### config.mk
export PLATFORM = sky130hd
export DESIGN_NAME = soc_periph_arbiter
export DESIGN_NICKNAME = d
export VERILOG_FILES = /design/src/rtl/ariane_soc_pkg.sv /design/src/rtl/soc_addr_decoder.sv /design/src/rtl/soc_periph_arbiter.sv
export SDC_FILE = /design/constraint.sdc
export NUM_CORES = 1
export LEC_CHECK = 0
export BUFFER_PORTS_ARGS = -buffer_cell sky130_fd_sc_hd__clkbuf_2
export CAP_MARGIN = 20
export CORE_AREA = 4 4 212 214
export CTS_CLUSTER_DIAMETER = 150
export CTS_CLUSTER_SIZE = 12
export DETAILED_ROUTE_END_ITERATION = 7
export DIE_AREA = 0 0 216 218
export PLACE_DENSITY = 0.49
export SLEW_MARGIN = 20
export SYNTH_ARGS = -nofsm -noshare
export SYNTH_HDL_FRONTEND = slang
export SYNTH_SLANG_ARGS = --single-unit
### constraint.sdc
create_clock -name clk_i -period 4.1 [get_ports clk_i]
set_clock_uncertainty 0.1 [all_clocks]
set_input_delay 0.82 -clock clk_i [delete_from_list [all_inputs] [get_ports clk_i]]
set_output_delay 0.82 -clock clk_i [all_outputs]
set_load 0.02 [all_outputs]
### src/rtl/ariane_soc_pkg.sv
// SoC address map, target indices and decode rules shared by the peripheral arbiter.
package ariane_soc;

  localparam int unsigned NrSlaves  = 2;
  localparam int unsigned NrRegions = 5;

  typedef enum logic [2:0] {
    DRAM  = 3'd0,
    PERIP = 3'd1,
    UART  = 3'd2,
    CLINT = 3'd3,
    Debug = 3'd4
  } axi_slaves_t;

  localparam logic [63:0] DebugBase   = 64'h0000_0000_0000_0000;
  localparam logic [63:0] DebugLength = 64'h0000_0000_0000_1000;
  localparam logic [63:0] ClintBase   = 64'h0000_0000_0200_0000;
  localparam logic [63:0] ClintLength = 64'h0000_0000_000C_0000;
  localparam logic [63:0] UartBase    = 64'h0000_0000_1000_0000;
  localparam logic [63:0] UartLength  = 64'h0000_0000_0000_1000;
  localparam logic [63:0] PeripBase   = 64'h0000_0000_4000_0000;
  localparam logic [63:0] PeripLength = 64'h0000_0000_2000_0000;
  localparam logic [63:0] DramBase    = 64'h0000_0000_8000_0000;
  localparam logic [63:0] DramLength  = 64'h0000_0000_4000_0000;

  typedef struct packed {
    logic [63:0] base;
    logic [63:0] length;
    axi_slaves_t idx;
  } addr_rule_t;

  // Entry i describes target i, so the array follows axi_slaves_t order.
  localparam addr_rule_t AddrMap [NrRegions] = '{
    '{base: DramBase,  length: DramLength,  idx: DRAM},
    '{base: PeripBase, length: PeripLength, idx: PERIP},
    '{base: UartBase,  length: UartLength,  idx: UART},
    '{base: ClintBase, length: ClintLength, idx: CLINT},
    '{base: DebugBase, length: DebugLength, idx: Debug}
  };

  typedef enum logic [1:0] {
    ARB_IDLE = 2'd0,
    ARB_REQ  = 2'd1,
    ARB_RESP = 2'd2,
    ARB_DERR = 2'd3
  } arb_state_e;

  function automatic logic addr_in_rule(input logic [63:0] addr, input addr_rule_t rule);
    return (addr >= rule.base) && (addr < (rule.base + rule.length));
  endfunction

endpackage

### src/rtl/soc_addr_decoder.sv
// Combinational address decode against the SoC map: hit flag plus target index.
module soc_addr_decoder
  import ariane_soc::*;
(
  input  logic [63:0] addr_i,
  output logic        hit_o,
  output logic [2:0]  idx_o
);

  always_comb begin
    hit_o = 1'b0;
    idx_o = 3'd0;
    for (int i = 0; i < int'(NrRegions); i++) begin
      if (addr_in_rule(addr_i, AddrMap[i])) begin
        hit_o = 1'b1;
        idx_o = 3'(AddrMap[i].idx);
      end
    end
  end

endmodule

### src/rtl/soc_periph_arbiter.sv
// Round-robin share of one peripheral request port between crossbar masters, with
// address decode, local error response for unmapped addresses and a hang watchdog.
module soc_periph_arbiter
  import ariane_soc::*;
#(
  parameter int unsigned NrMasters     = ariane_soc::NrSlaves,
  parameter int unsigned TimeoutCycles = 1024
) (
  input  logic                 clk_i,
  input  logic                 rst_ni,
  input  logic [NrMasters-1:0] m_req_i,
  input  logic [63:0]          m_addr_i  [NrMasters],
  input  logic [NrMasters-1:0] m_we_i,
  input  logic [63:0]          m_wdata_i [NrMasters],
  input  logic [7:0]           m_be_i    [NrMasters],
  output logic [NrMasters-1:0] m_gnt_o,
  output logic [NrMasters-1:0] m_rvalid_o,
  output logic [63:0]          m_rdata_o,
  output logic                 m_err_o,
  output logic                 req_o,
  output logic [2:0]           slv_idx_o,
  output logic [63:0]          addr_o,
  output logic                 we_o,
  output logic [63:0]          wdata_o,
  output logic [7:0]           be_o,
  input  logic                 gnt_i,
  input  logic                 rvalid_i,
  input  logic [63:0]          rdata_i,
  input  logic                 err_i
);

  localparam int unsigned IdxW = (NrMasters > 1) ? $clog2(NrMasters) : 1;
  localparam int unsigned CntW = (TimeoutCycles > 2) ? $clog2(TimeoutCycles) : 1;

  arb_state_e      state_q, state_d;
  logic [IdxW-1:0] rr_q, rr_d;
  logic [IdxW-1:0] owner_q, owner_d;
  logic [63:0]     addr_q, addr_d;
  logic            we_q, we_d;
  logic [63:0]     wdata_q, wdata_d;
  logic [7:0]      be_q, be_d;
  logic [2:0]      idx_q, idx_d;
  logic [CntW-1:0] cnt_q, cnt_d;
  logic            rsp_valid_q, rsp_valid_d;
  logic            rsp_err_q, rsp_err_d;
  logic [63:0]     rsp_data_q, rsp_data_d;

  logic            found;
  logic [IdxW-1:0] win;
  int unsigned     cand;
  logic            dec_hit;
  logic [2:0]      dec_idx;
  logic            timeout;

  // First requester at or after the round-robin pointer wins.
  always_comb begin
    found = 1'b0;
    win   = '0;
    cand  = 0;
    for (int unsigned i = 0; i < NrMasters; i++) begin
      cand = (int'(rr_q) + i) % NrMasters;
      if (!found && m_req_i[cand]) begin
        found = 1'b1;
        win   = IdxW'(cand);
      end
    end
  end

  soc_addr_decoder u_decoder (
    .addr_i (m_addr_i[win]),
    .hit_o  (dec_hit),
    .idx_o  (dec_idx)
  );

  assign timeout = (cnt_q == CntW'(TimeoutCycles - 1));

  always_comb begin
    state_d     = state_q;
    rr_d        = rr_q;
    owner_d     = owner_q;
    addr_d      = addr_q;
    we_d        = we_q;
    wdata_d     = wdata_q;
    be_d        = be_q;
    idx_d       = idx_q;
    rsp_valid_d = 1'b0;
    rsp_err_d   = 1'b0;
    rsp_data_d  = '0;
    m_gnt_o     = '0;

    unique case (state_q)
      ARB_IDLE: begin
        // Gated by reset so the grant pulse cannot escape while the block is held in reset.
        if (found && rst_ni) begin
          m_gnt_o[win] = 1'b1;
          owner_d      = win;
          addr_d       = m_addr_i[win];
          we_d         = m_we_i[win];
          wdata_d      = m_wdata_i[win];
          be_d         = m_be_i[win];
          idx_d        = dec_idx;
          rr_d         = (win == IdxW'(NrMasters - 1)) ? '0 : win + IdxW'(1);
          if (dec_hit) begin
            state_d = ARB_REQ;
          end else begin
            state_d     = ARB_DERR;
            rsp_valid_d = 1'b1;
            rsp_err_d   = 1'b1;
          end
        end
      end
      ARB_REQ: begin
        if (gnt_i) begin
          state_d = ARB_RESP;
        end else if (timeout) begin
          state_d     = ARB_IDLE;
          rsp_valid_d = 1'b1;
          rsp_err_d   = 1'b1;
        end
      end
      ARB_RESP: begin
        if (rvalid_i) begin
          state_d     = ARB_IDLE;
          rsp_valid_d = 1'b1;
          rsp_err_d   = err_i;
          rsp_data_d  = rdata_i;
        end else if (timeout) begin
          state_d     = ARB_IDLE;
          rsp_valid_d = 1'b1;
          rsp_err_d   = 1'b1;
        end
      end
      ARB_DERR: begin
        state_d = ARB_IDLE;
      end
      default: begin
        state_d = ARB_IDLE;
      end
    endcase
  end

  // Counter restarts whenever REQ or RESP is entered and runs only while staying there.
  always_comb begin
    cnt_d = '0;
    if ((state_q == ARB_REQ && state_d == ARB_REQ) ||
        (state_q == ARB_RESP && state_d == ARB_RESP)) begin
      cnt_d = cnt_q + CntW'(1);
    end
  end

  always_ff @(posedge clk_i or negedge rst_ni) begin
    if (!rst_ni) begin
      state_q     <= ARB_IDLE;
      rr_q        <= '0;
      owner_q     <= '0;
      addr_q      <= '0;
      we_q        <= 1'b0;
      wdata_q     <= '0;
      be_q        <= '0;
      idx_q       <= '0;
      cnt_q       <= '0;
      rsp_valid_q <= 1'b0;
      rsp_err_q   <= 1'b0;
      rsp_data_q  <= '0;
    end else begin
      state_q     <= state_d;
      rr_q        <= rr_d;
      owner_q     <= owner_d;
      addr_q      <= addr_d;
      we_q        <= we_d;
      wdata_q     <= wdata_d;
      be_q        <= be_d;
      idx_q       <= idx_d;
      cnt_q       <= cnt_d;
      rsp_valid_q <= rsp_valid_d;
      rsp_err_q   <= rsp_err_d;
      rsp_data_q  <= rsp_data_d;
    end
  end

  for (genvar gi = 0; gi < int'(NrMasters); gi++) begin : g_rvalid
    assign m_rvalid_o[gi] = rsp_valid_q && (owner_q == IdxW'(gi));
  end

  assign m_rdata_o = rsp_data_q;
  assign m_err_o   = rsp_err_q;
  assign req_o     = (state_q == ARB_REQ);
  assign slv_idx_o = idx_q;
  assign addr_o    = addr_q;
  assign we_o      = we_q;
  assign wdata_o   = wdata_q;
  assign be_o      = be_q;

endmodule

## Word-level counts from Yosys, hierarchy flattened

Index checks and enable logic that the tools add are counted.

| word-level totals | value |
|---|---|
| flip-flop bits (word level) | 220 |
| bits in latches | 0 |
| memory bits (writable) | 0 |
| bits in read-only memories | 0 |
| output and inout bits | 210 |
| memories | 0 |

| operators by class | value |
|---|---|
| add/sub/neg operators | 3 |
| multiply operators | 0 |
| divide/modulo/power cells | 0 |
| $lt $le $gt $ge | 15 |
| eq/ne operators | 6 |
| shift operators | 0 |
| muxes and demuxes | 50 |
| bitwise operators | 2 |
| reductions and logical operators | 16 |

Operators with widths:

| kind | count |
|---|---|
| $mux W64 | 8 |
| $ge A64 B1 Y1 const B | 1 |
| $ge A64 B26 Y1 const B | 1 |
| $ge A64 B29 Y1 const B | 1 |
| $ge A64 B31 Y1 const B | 1 |
| $ge A64 B32 Y1 const B | 1 |
| $lt A64 B13 Y1 const B | 1 |
| $lt A64 B26 Y1 const B | 1 |
| $lt A64 B29 Y1 const B | 1 |
| $lt A64 B31 Y1 const B | 1 |
| $lt A64 B32 Y1 const B | 1 |
| $mux W1 | 24 |
| $mux W8 | 3 |
| $mux W2 | 9 |
| $logic_and A1 B1 Y1 | 12 |
| $add A10 B1 Y10 const B | 1 |
| $eq A10 B10 Y1 const B | 1 |
| $mux W10 | 1 |
| $pmux W2 S4 | 1 |
| $eq A2 B2 Y1 const B | 3 |
| $lt A1 B2 Y1 const B | 3 |
| $pmux W1 S3 | 2 |
| $eq A2 B1 Y1 const B | 2 |
| $mux W3 | 1 |
| other kinds (10) | 11 |

## Depth between registers and ports, before layout

| logic depth | value |
|---|---|
| depth after elaboration | 24 |
| depth in mapped cells | 7 |
| depth with buffers taken out | 7 |

## Cells and area by module

Synthesis repeated with hierarchy kept, for this count alone.

| unflattened totals | value |
|---|---|
| cell total of the unflattened synthesis | 783 |
| area, all modules | 9826.9 µm² |

Modules (own cells, without submodules):

| module | times used | cells each | area each (µm²) |
|---|---|---|---|
| soc_periph_arbiter | 1 | 753 | 9586.7 |
| soc_addr_decoder | 1 | 30 | 240.2 |

## Worst setup path after synthesis

No wires, ideal clock.

| path | value |
|---|---|
| path type | input-to-output |
| start point | input m_req_i[1] |
| end point | output m_gnt_o[0] |
| data arrival time | 1579 ps |
| data required time | 3180 ps |
| path slack | 1601 ps |
| stages | 4 |
| buffers on the path | 2 |
| cells stage by stage | a21boi_4 buf_2 buf_2 nor2_1 |

| on the way | value |
|---|---|
| word-level cells in the longest chain between the ends | 12 |

Ends and longest elaborated chain:

| element | line | RTL |
|---|---|---|
| start, declared | soc_periph_arbiter.sv:11 | `input logic [NrMasters-1:0] m_req_i,` |
| $mux W1 (implied by the code) (2 in a row) | soc_periph_arbiter.sv:62 | `if (!found && m_req_i[cand]) begin` |
| $mux W1 | soc_periph_arbiter.sv:62 |  |
| $logic_not A1 Y1 | soc_periph_arbiter.sv:62 |  |
| $logic_and A1 B1 Y1 | soc_periph_arbiter.sv:62 |  |
| $mux W1 | soc_periph_arbiter.sv:62 |  |
| $lt A1 B2 Y1 (implied by the code) or $ge A1 B1 Y1 (tied branches) | soc_periph_arbiter.sv:95 | `m_gnt_o[win] = 1'b1;` |
| $logic_and A1 B1 Y1 (implied by the code) | soc_periph_arbiter.sv:95 |  |
| $mux W1 (implied by the code) | soc_periph_arbiter.sv:95 |  |
| $demux W1 S1 | soc_periph_arbiter.sv:95 |  |
| $mux W2 * | soc_periph_arbiter.sv:94 | `if (found && rst_ni) begin` |
| $mux W2 * | soc_periph_arbiter.sv:91 | `unique case (state_q)` |
| end, declared | soc_periph_arbiter.sv:16 | `output logic [NrMasters-1:0] m_gnt_o,` |

Every way passes the cells marked *; elsewhere a longest branch is shown, timed or not. The select of a mux whose other input is x is not followed.

## Worst setup path in the final report

| path | value |
|---|---|
| start point | register state_q[1] |
| end point | output m_gnt_o[1] |

| on the way | value |
|---|---|
| word-level cells in the longest chain between the ends | 2 |

Ends and longest elaborated chain:

| element | line | RTL |
|---|---|---|
| start, declared | soc_periph_arbiter.sv:35 | `arb_state_e state_q, state_d;` |
| start signal, assigned | soc_periph_arbiter.sv:166 | `state_q <= state_d;` |
| $logic_not A2 Y1 | soc_periph_arbiter.sv:91 |  |
| $mux W2 | soc_periph_arbiter.sv:91 |  |

No other way between the ends.

==> results.rst <==
.. list-table::
   :header-rows: 1

   * - Metric
     - Value
   * - Worst max-slew margin expressed relative to the limit
     - 38.2%
   * - Required time of the worst setup path
     - 3.18 ns
   * - Die footprint
     - 47,100 um^2
   * - DR WL/cell
     - 18.3 um
   * - Iteration count of the initial detailed-routing pass
     - 6
   * - Max-cap violation count
     - 0
   * - Area post-placement
     - 12,800 um^2
   * - Worst r2r src
     - rr_q$_DFFE_PN0P_
   * - Most common cell after layout, fill and taps aside
     - clkbuf_2
   * - Highest-count cells in the layout ignoring fill and taps
     - 553 x clkbuf_2, 287 x nand2_1, 220 x dfrtp_1
   * - Critical Path Slowest Stage Cell
     - dfrtp_1
   * - Crit path top cell by count
     - nor2_1
   * - Number of cells upsized or downsized after cts
     - 0
   * - Sum of negative setup slack
     - 0 ns
   * - Setup CP Type
     - register to output port
   * - IR Drop Worst-Case VDD
     - 0.000326 V
   * - Number of buffers added by the clock tree synthesis step
     - 22
   * - Post-detailed-routing wire length
     - roughly 40,000 um
   * - Average cell area after synthesis
     - 9.16 um^2
   * - CTS clock-pin slew for the worst setup and hold paths
     - 0.07 ns
   * - Net total in the final layout
     - ~1,900
   * - Maximum operating frequency
     - 0.336 GHz
   * - Filler cell count in the final layout
     - approximately 4,700
   * - Result of the run
     - complete, no violations
   * - CTS sink count
     - 220
   * - Worst hold path class
     - primary input to asynchronous set/reset pin
   * - Effective utilization at floorplan
     - 22.0%
   * - Reg-to-reg critical path endpoint
     - wdata_o[27]$_DFFE_PN0P_
   * - Design Area, Final
     - 13,400 um^2
   * - Number of distinct library cell variants in the gate-level netlist after synthesis
     - 42
   * - Syn Nets
     - 1,375
   * - Total global routing overflow
     - 0
   * - Sequential cell area
     - 5510 um^2
   * - Vias per std cell
     - 4.41
   * - Clk_lat worst skew
     - about 0.53 ns
   * - Fraction of layout instances using a drive strength above 1
     - 39.2%
   * - Area of the mapped netlist
     - 9420 um^2
   * - Vert. Die Dim
     - 218 um
   * - Setup slack of the most critical reg-to-reg path
     - ~1.6 ns
   * - Cell-by-cell listing of the critical path
     - nor2_1 > o211ai_1 > buf_4 > nor2_1 > clkbuf_2
   * - Violation count after the first detailed-route iteration
     - roughly 500
   * - DP Wirelength
     - 30,400 um
   * - Post-Route Hold Slack
     - 0.367 ns
   * - Transition time at the pin with the least slew margin
     - 0.927 ns
   * - Bufs and invs on worst path
     - 2
   * - Number of top-level pins
     - 555
   * - Setup slack of the critical path after layout
     - ~1.1 ns
   * - Total count of hold-check failures in the final report
     - 0
   * - Number of antenna violations at the first check in global routing
     - 0
   * - Library cell used as clock root buffer
     - clkbuf_16
   * - Port bufs
     - 554
   * - Gate count after technology mapping
     - 1,029
   * - Row cnt
     - 76
   * - Part of the cycle the worst path needs
     - 72.6%
   * - X dimension of the die
     - 216 um
   * - Static power due to leakage
     - 6.80 nW
   * - Sequential element share of the synthesized area
     - between 50% and 60%
   * - Critical Path Fanout Max
     - 6
   * - Number of nets still failing antenna checks after routing
     - 0
   * - Number of antenna diodes
     - 0
   * - Pre-CTS setup slack
     - 1.08 ns
   * - Crit path time final
     - between 2 and 3 ns
   * - Setup bufs post-CTS
     - 0
   * - Area of the multi-input gates
     - 3600 um^2
   * - Routability congestion estimate
     - 0.882
   * - Category of the worst setup path capture point
     - output port
   * - Layout Area Growth over Synthesis
     - 42.1%
   * - Quantity of hold-fixing buffers added after cts
     - 0
   * - TritonCTS clock tree
     - built
   * - Total track usage
     - 15.7%
   * - Setup-failing EPs final
     - 0
   * - CP Launch Type
     - register
   * - CTS Buffer Depth
     - 3
   * - Drt drc
     - 0
   * - H-Tree Depth
     - 1
   * - Ys Warns
     - 0
   * - Max incr delay on CP
     - 0.40 ns
   * - Vias post-DR
     - 9,448
   * - Number of global-route vias before repair
     - around 9,700
   * - Arrival time reported for the critical path endpoint
     - 2.06 ns
   * - Final number of max-transition violations
     - 0
   * - Number of flip-flops and latches in the synthesized netlist
     - 220
   * - Total power divided by cell area
     - 676 nW/um^2
   * - Final Total Pwr
     - 0.00905 W
   * - Pin count of the biggest net entering global routing
     - 82
   * - First-pass GRT wire length
     - 58,200 um
   * - Cell depth of the worst flop-to-flop path
     - 5
   * - Area of the core region
     - 42,900 um^2
   * - RSZ-0062 raised after global routing
     - false
   * - Kind of cell adding the most delay to the critical path
     - simple AND/OR/NAND/NOR gates
## metal layers
metal / track usage (%) / up-vias / share of wire, %
met2: 27.4 / 463 / 48
met3: 5.38 / 55 / 9.8
met4: 4.80 / 0 / 3.4
li1: - / 4472 / -
met1: 18.3 / 4458 / 38
met5: 0 / - / 0
## cells in the mapped netlist (all sizes together)
cell	instances	area share [%]
o311ai	1	0.093
nand3	11	0.64
a211oi	1	0.080
a21o	1	0.080
nand3b	2	0.16
nand4	4	0.27
o31ai	3	0.35
o211ai	1	0.080
inv	5	0.20
o21ai	7	0.53
xor2	4	0.37
a21boi	1	0.20
a31oi	136	9.0
o211a	1	0.11
nor3	5	0.37
dfrtp	220	58
o221ai	1	0.16
nor2b	2	0.13
nor4	22	1.5
nor2	159	6.3
and2	65	4.3
xnor2	4	0.37
buf	47	2.5
ha	1	0.13
and3	3	0.20
nand2	288	11
mux2i	5	0.57
a21oi	4	0.21
nand2b	3	0.20
a22oi	1	0.13
clkbuf	21	0.84
## stage by stage
stage	instances	utilization [%]
3_3_place_gp	2117	29.9
6_report	2141	31.2
2_1_floorplan	1029	-
3_5_place_dp	2117	29.9
4_1_cts	2141	31.2
5_1_grt	2141	31.2
## registers in the layout (all words and copies together), names as in the netlist, 2 cells and up
register and cells:
wdata_o 64, be_o 8, state_q 2, cnt_q 10, slv_idx_o 3, m_rdata_o 64
addr_o 64
## layout make-up
| cell class | count | share of cell area (%) |
|---|---|---|
| tap | 585 | 5.47 |
| clock inverter | 2 | 0.187 |
| clock buffer | 22 | 4.11 |
| timing repair buffer | 571 | 22.1 |
| multi-input combinational | 736 | 26.9 |
| inverter | 5 | 0.140 |
| sequential | 220 | 41.1 |
## report_power, final
group	internal (W)	total, W	leakage (nW)	switching (W)
combinational	0.00126	0.00385	3.86	0.00259
clock	0.000955	0.00181	0.283	0.000851
sequential	0.00298	0.00339	2.65	0.000419
## cells by family after synthesis
logic type      share of synthesized area, %
xor+xnor                               0.744
fa+ha+maj                              0.133
buf+inv                                 3.51
simple gates                            25.6
flops                                   58.4
mux                                    0.571
compound gates                          11.0
## how the worst max path moves through the flow
stage | depth (start not counted) | start | endpoint | slack, ns
after detailed placement | 5 | m_req_i[1] | wdata_o[62]$_DFFE_PN0P_ | 1.08
after global placement | 5 | m_req_i[1] | wdata_o[47]$_DFFE_PN0P_ | 1.13
final | 5 | state_q[1]$_DFF_PN0_ | m_gnt_o[1] | 1.12
after global routing | 5 | state_q[1]$_DFF_PN0_ | m_gnt_o[1] | 0.98
after CTS | 4 | rr_q$_DFFE_PN0P_ | m_gnt_o[0] | 1.0
after floorplan | 4 | m_req_i[1] | m_gnt_o[0] | 1.60
## worst reg2reg max path: stages (launching register included)
cell,delay (ns)
dfrtp_1,0.41
inv_1,0.12
a21boi_4,0.54
buf_4,0.78
nand2_1,0.24
a31oi_1,0.22
Power figures use the tool's default switching activity.
